## src/rtl/period_counter_pkg.sv

```systemverilog
// rtl/period_counter_pkg.sv - shared sizing defaults and period lookup for the period counter
package period_counter_pkg;

  localparam int unsigned BASE_DIV = 100;
  localparam int unsigned Q_W      = 4;
  localparam int unsigned DIV_W    = 14;

  // Step period in clock cycles: base doubled once per switch position.
  function automatic logic [DIV_W-1:0] period_of(input logic [2:0] sw,
                                                 input int unsigned base = BASE_DIV);
    logic [DIV_W-1:0] base_w;
    base_w = DIV_W'(base);
    return base_w << sw;
  endfunction

endpackage

```

## src/rtl/period_counter_tick_gen.sv

```systemverilog
// rtl/period_counter_tick_gen.sv - prescaler producing a one-cycle tick every selected period
module period_counter_tick_gen
  import period_counter_pkg::*;
#(
  parameter int unsigned BASE_DIV_P = BASE_DIV
) (
  input  logic       clk_i,
  input  logic       reset_i,
  input  logic [2:0] sw_i,
  output logic       tick_o
);

  logic [DIV_W-1:0] period;
  logic [DIV_W-1:0] last;
  logic [DIV_W-1:0] div_cnt_q;
  logic [DIV_W-1:0] div_cnt_d;

  assign period = period_of(sw_i, BASE_DIV_P);
  assign last   = period - DIV_W'(1);

  // A shrinking period that leaves the count beyond the new terminal value
  // restarts the prescaler silently instead of running out the old period.
  always_comb begin
    div_cnt_d = div_cnt_q + DIV_W'(1);
    tick_o    = 1'b0;
    if (div_cnt_q == last) begin
      div_cnt_d = '0;
      tick_o    = 1'b1;
    end else if (div_cnt_q > last) begin
      div_cnt_d = '0;
    end
  end

  always_ff @(posedge clk_i) begin
    if (reset_i) begin
      div_cnt_q <= '0;
    end else begin
      div_cnt_q <= div_cnt_d;
    end
  end

endmodule

```

## src/rtl/period_counter.sv

```systemverilog
// rtl/period_counter.sv - free-running counter stepping at a switch-selected prescaled rate
module period_counter
  import period_counter_pkg::*;
#(
  parameter int unsigned BASE_DIV_P = BASE_DIV,
  parameter int unsigned Q_W_P      = Q_W
) (
  input  logic             clk,
  input  logic             reset,
  input  logic [2:0]       sw,
  output logic             en,
  output logic [Q_W_P-1:0] q
);

  logic             tick;
  logic             en_q;
  logic             en_d;
  logic [Q_W_P-1:0] q_q;
  logic [Q_W_P-1:0] q_d;

  period_counter_tick_gen #(
    .BASE_DIV_P (BASE_DIV_P)
  ) u_tick_gen (
    .clk_i   (clk),
    .reset_i (reset),
    .sw_i    (sw),
    .tick_o  (tick)
  );

  // en is registered alongside q so it marks the first cycle the new value is visible.
  always_comb begin
    en_d = tick;
    q_d  = q_q;
    if (tick) begin
      q_d = q_q + Q_W_P'(1);
    end
  end

  always_ff @(posedge clk) begin
    if (reset) begin
      en_q <= 1'b0;
      q_q  <= '0;
    end else begin
      en_q <= en_d;
      q_q  <= q_d;
    end
  end

  assign en = en_q;
  assign q  = q_q;

endmodule

```

## config.mk

```make
export PLATFORM = sky130hd
export DESIGN_NAME = period_counter
export DESIGN_NICKNAME = d
export VERILOG_FILES = /design/src/rtl/period_counter_pkg.sv /design/src/rtl/period_counter_tick_gen.sv /design/src/rtl/period_counter.sv
export SDC_FILE = /design/constraint.sdc
export NUM_CORES = 1
export LEC_CHECK = 0
export ABC_CLOCK_PERIOD_IN_PS = 6400
export CAP_MARGIN = 20
export CORE_MARGIN = 3
export CORE_UTILIZATION = 55
export CTS_BUF_LIST = sky130_fd_sc_hd__clkbuf_16
export CTS_CLUSTER_DIAMETER = 40
export DETAILED_ROUTE_END_ITERATION = 16
export PLACE_DENSITY = 0.85
export SLEW_MARGIN = 25
export SYNTH_ARGS = -nofsm -noshare
export SYNTH_HDL_FRONTEND = slang
export SYNTH_HIERARCHICAL = 1
export SYNTH_SLANG_ARGS = --single-unit
```

## constraint.sdc

```tcl
create_clock -name clk -period 6.4 [get_ports clk]
set_input_delay 0.96 -clock clk [delete_from_list [all_inputs] [get_ports clk]]
set_output_delay 0.96 -clock clk [all_outputs]
set_load 0.1 [all_outputs]
```

==> results of run 1 <==
routing by layer:
layer | global-route usage [%] | vias up | wire length (um)
met1 | 23.0 | 514 | 1240
met2 | 30.6 | 29 | 1280
li1 | - | 567 | -
met3 | 4.67 | 4 | 96
met5 | 0 | - | 0
met4 | 2.08 | 0 | 17
cell type report:
cell class / count / share of cell area [%]
multi-input cells: 125 / 59.9
repair buffers: 9 / 5.92
well taps: 28 / 2.30
flip-flops and latches: 19 / 25.0
clock inverters: 1 / 0.493
inverters: 6 / 1.48
clock buffers: 3 / 4.93
sequential cells by signal, indices dropped and copies added (netlist names):
signal / flops
en: 1
q: 4
u_tick_gen/div_cnt_q: 14
worst max-delay path, cell delays in order:
cell and delay [ps]:
clkdlybuf4s50_1 680, inv_1 200, ha_1 420, nor2_1 60, a21oi_1 140, nor2_1 60, a211o_1 300, ha_1 320
nand4_1 140, or4_4 550, inv_1 230, nand4_4 110, mux2_4 310
final timing paths:
check / end / slack [ps]
hold reg to reg: u_tick_gen/div_cnt_q[0] / 470
setup reg to reg: q[3] / 4220
hold / removal: u_tick_gen/div_cnt_q[0] / 470
setup / recovery: q[3] / 2050
cells in the mapped netlist, types with 2 or more instances:
library cell,instances,area share [%]
inv_1,6,1.7
a211o_1,2,1.3
nor2b_1,3,1.4
nand3_1,8,3.0
xnor2_1,14,9.1
nor4_1,2,0.93
nor3_1,18,6.7
buf_6,2,1.7
o21ai_0,4,1.5
a21o_1,2,1.1
ha_1,19,18
mux2i_1,2,1.5
nor2_1,11,3.1
nand2_1,10,2.8
a21oi_1,6,2.2
xor2_1,4,2.6
and3_1,4,1.9
clkbuf_1,3,0.84
nand4_1,5,2.3
dfxtp_1,19,28
per-stage QoR:
stage / util, % / instances / area (um2) / setup slack (ps)
after global placement: 63.1 / 187 / 1440 / 2070
after detailed placement: 63.1 / 187 / 1440 / 1900
after floorplan: - / 156 / 1350 / 2620
after global routing: 66.8 / 191 / 1520 / 1900
final: 66.8 / 191 / 1520 / 2050
after CTS: 66.7 / 191 / 1520 / 2100
logic make-up (layout without fill, tap and decap cells):
group | after synthesis | count (layout) | share of synthesized area [%]
buffers and inverters | 12 | 19 | 4.46
xor gates and xnor gates | 18 | 18 | 11.7
muxes | 3 | 3 | 2.60
AOI/OAI and AO/OA | 19 | 19 | 9.38
adders and majority gates | 19 | 19 | 17.6
and+or+nand+nor | 66 | 66 | 26.0
DFF | 19 | 19 | 28.2
power breakdown:
group	leakage [nW]	total (mW)	internal (mW)	switching [mW]
logic	0.444	0.0378	0.0159	0.0219
clock network	0.0371	0.127	0.0843	0.0431
registers	0.154	0.122	0.120	0.00177
total	0.635	0.287	0.220	0.0668
==> flow_metrics.tcl, run 1 <==
set metrics [dict create \
    postCtsHoldBufs 0 \
    htree_levels 1 \
    firstDrtPassIters 5 \
    startpoint_type "input port" \
    root_buffer "clkbuf_16" \
    ys_seq_elements 19 \
    status "finished clean" \
    async_reset_ff_share_pct 0 \
    drive_gt1_share_pct 6.13 \
    synth_cells 156 \
    io_pins 10 \
    antenna_found_initial 0 \
    r2r_start "u_tick_gen/div_cnt_q[9]" \
    cts_tree "yes" \
    end_kind "flop" \
    drt_wl_total_um 2630 \
    synth.cell_area_um2 1350 \
    wire_per_inst_um 13.8 \
    syn2layout_area_growth_pct 12.9 \
    clk_latency_ps 250 \
    yosysSeqAreaShare_pct 28.2 \
    synth_warnings 6 \
    min-delay-start "u_tick_gen/div_cnt_q[0]" \
    hold_slack_ps 472 \
    fmax_ghz 0.230 \
    worst-r2r-cell-count 6 \
    rows 17 \
    ctsResizeCount 0 \
    power.total_mw 0.287 \
    fillers 189 \
    num_vias 1114 \
    layout_common_cells "ha_1 (19), dfxtp_1 (19), nor3_1 (18), xnor2_1 (14), nor2_1 (11)" \
    synth-edff-count 0 \
    setup_viol 0 \
    cp.required_ps 6530 \
    grt_max_degree 19 \
    post-dp-hpwl_um 1970 \
    crit_path_max_fanout 11 \
    fin_nets 188 \
    setup_tns_ps 0 \
    die-area_um2 3080 \
    p_leak_nw 0.635 \
    critPathKind "input port to flop" \
    hold_depth 1 \
    numPortBuffers 9 \
    fin_crit_ps 4350 \
    via_per_inst 5.83 \
    seqCellArea_um2 380 \
    powerDensity_nw_per_um2 189 \
    die_width_um 55.5 \
    gp_congestion 0.842 \
    cts_buffers 3 \
    critPathLaunch "sw[1]" \
    fin_skew_ps 4.54 \
    initial_core_util_pct 59.2 \
    drc 0 \
    slew-limit-headroom_pct 35.3 \
    cts.sinks 19 \
    hold_violations 0 \
    grt-ovfl-total 0 \
    coreArea_um2 2280 \
    die_h_um 55.5 \
    drt_iter0_drc 39 \
    track_usage_pct 17.9 \
    drv_slew 0 \
    post-cts-setup-buffer-count 0 \
    ant_nets 0 \
    synth_area_per_cell_um2 8.64 \
    arrival_ps 4480 \
    n_antenna_cell 0 \
    grt_pass1_wl_um 4600 \
    synth_flop_cell "dfxtp_1" \
    hold_class "flop to flop" \
    clk_path_buf_depth 2 \
    multi_input_area_um2 911 \
    grt_pass1_vias 1048 \
    rsz0062_at_grt "no" \
    cap_violations 0 \
    syn_nets 180 \
    fin_crit_sh_pct 67.9 \
    clkSlewWorstSetupHoldPaths_ps 50 \
    synth_cell_types 32 \
    vdd.ir_drop.worst_mv 0.190 \
    tightest_slew_ps 968 \
]
Note: power is estimated with default switching activity, not from simulation.
==> run 2: changes to the inputs <==
--- a/config.mk
+++ b/config.mk
@@ -5,7 +5,7 @@
 export SDC_FILE = /design/constraint.sdc
 export NUM_CORES = 1
 export LEC_CHECK = 0
-export ABC_CLOCK_PERIOD_IN_PS = 6400
+export ABC_CLOCK_PERIOD_IN_PS = 4500
 export CAP_MARGIN = 20
 export CORE_MARGIN = 3
 export CORE_UTILIZATION = 55
==> constraint.sdc (replaced) <==
create_clock -name clk -period 4.5 [get_ports clk]
set_input_delay 0.675 -clock clk [delete_from_list [all_inputs] [get_ports clk]]
set_output_delay 0.675 -clock clk [all_outputs]
set_load 0.1 [all_outputs]
==> flow_metrics.tcl, run 2 (synthesis results as in run 1) <==
set metrics [dict create \
    placed_cell_area_um2 1440 \
    drc 0 \
    top_register "u_tick_gen/div_cnt_q" \
    vdd.ir_drop.worst_mv 0.278 \
    fillers 180 \
    drt_iter0_drc 35 \
    root_buffer "clkbuf_16" \
    layout_common_cells "ha_1 (19), dfxtp_1 (19), nor3_1 (18), xnor2_1 (14), nor2_1 (11)" \
    post-dp-hpwl_um 2000 \
    hold_violations 0 \
    syn2layout_area_growth_pct 13.2 \
    slew-limit-headroom_pct 35.4 \
    die_width_um 55.5 \
    coreArea_um2 2280 \
    initial_core_util_pct 59.2 \
    drt_wl_total_um 2660 \
    via_per_inst 5.83 \
    max_stage_delay_ps 630 \
    fmax_ghz 0.252 \
    fin_skew_ps 7.23 \
    critPathKind "input port to flop" \
    slowest_stage "clkdlybuf4s50_1" \
    rsz0062_at_grt "no" \
    cts.sinks 19 \
    fin_crit_sh_pct 88.2 \
    tightest_slew_ps 966 \
    grt-ovfl-total 0 \
    die_h_um 55.5 \
    post-cts-setup-buffer-count 0 \
    setup_tns_ps 0 \
    grt_max_degree 19 \
    clk_latency_ps 250 \
    ant_nets 0 \
    startpoint_type "input port" \
    p_leak_nw 0.640 \
    cts_buffers 3 \
    postCtsHoldBufs 0 \
    largest_reg_flops 14 \
    firstDrtPassIters 4 \
    reg2reg_slack_ps 2370 \
    arrival_ps 4110 \
    fin_nets 189 \
    crit_chain "clkdlybuf4s50_1 -> inv_1 -> ha_1 -> nor4_1 -> o31ai_1 -> a211o_1 -> ha_1 -> nand4_1 -> or4_4 -> inv_1 -> nand4_4 -> mux2_4" \
    cp.required_ps 4640 \
    io_pins 10 \
    num_vias 1119 \
    rows 17 \
    htree_levels 1 \
    cts_tree "yes" \
    ctsResizeCount 0 \
    setup_viol 0 \
    track_usage_pct 18.3 \
    grt_pass1_vias 1069 \
    wire_per_inst_um 13.8 \
    place_inst 188 \
    grt_pass1_wl_um 4670 \
    antenna_found_initial 0 \
    die-area_um2 3080 \
    hold_slack_ps 487 \
    end_kind "flop" \
    gp_congestion 0.852 \
    cap_violations 0 \
    final_area_um2 1530 \
    finalNonFillerCells 192 \
    status "finished clean" \
    fin_crit_ps 3970 \
    powerDensity_nw_per_um2 270 \
    clkSlewWorstSetupHoldPaths_ps 60 \
    crit_path_max_fanout 8 \
    clk_path_buf_depth 2 \
    postLayoutCoreUtil_pct 67.0 \
    drv_slew 0 \
    n_antenna_cell 0 \
    numPortBuffers 9 \
    drive_gt1_share_pct 6.10 \
    hold_class "flop to flop" \
]
## run 2: cell types whose count changed in the layout (fill, tap and decap cells not counted), sizes merged
cell / change
buf: +1
## run 2: through the flow
step | power (mW) | setup WS [ps]
after global routing | 0.430 | 320
final | 0.412 | 530
after detailed placement | 0.228 | 355
after global placement | 0.227 | 452
after CTS | 0.418 | 602
after floorplan | 0.216 | 1010
## run 2: worst max-delay path: cells and delay by family
kind / cells / cell delay [ps]
buffers and inverters: 3 / 980
AO/OA/AOI/OAI: 2 / 370
adder cells (fa/ha/maj): 2 / 590
multiplexers: 1 / 310
AND/OR/NAND/NOR: 4 / 1190
## run 2: worst paths after layout
| kind | startpoint | to | cells after the start |
|---|---|---|---|
| max | sw[0] | q[3] | 12 |
| max reg2reg | u_tick_gen/div_cnt_q[9] | q[3] | 6 |
| min reg2reg | u_tick_gen/div_cnt_q[0] | u_tick_gen/div_cnt_q[0] | 1 |
| min | u_tick_gen/div_cnt_q[0] | u_tick_gen/div_cnt_q[0] | 1 |
## run 2: per-layer routing
layer	up-vias	wire length, um	global-route usage, %
met3	4	128	4.91
met2	30	1260	30.2
met5	-	0	0
met4	0	32	4.86
met1	516	1230	23.4
li1	569	-	-
## run 2: layout make-up
| class | count | area (um2) | share of cell area [%] |
|---|---|---|---|
| multi-input cells | 125 | 907 | 59.5 |
| flip-flops and latches | 19 | 380 | 24.9 |
| repair buffers | 10 | 97.6 | 6.40 |
| clock buffers | 3 | 75.1 | 4.92 |
| well taps | 28 | 35.0 | 2.30 |
| inverters | 6 | 22.5 | 1.48 |
| clock inverters | 1 | 7.51 | 0.492 |
## run 2: report_power, final
part	total [mW]	internal [mW]	switching, mW
sequential	0.174	0.171	0.00275
combinational	0.0529	0.0224	0.0304
clock	0.186	0.120	0.0654
total	0.412	0.313	0.0986
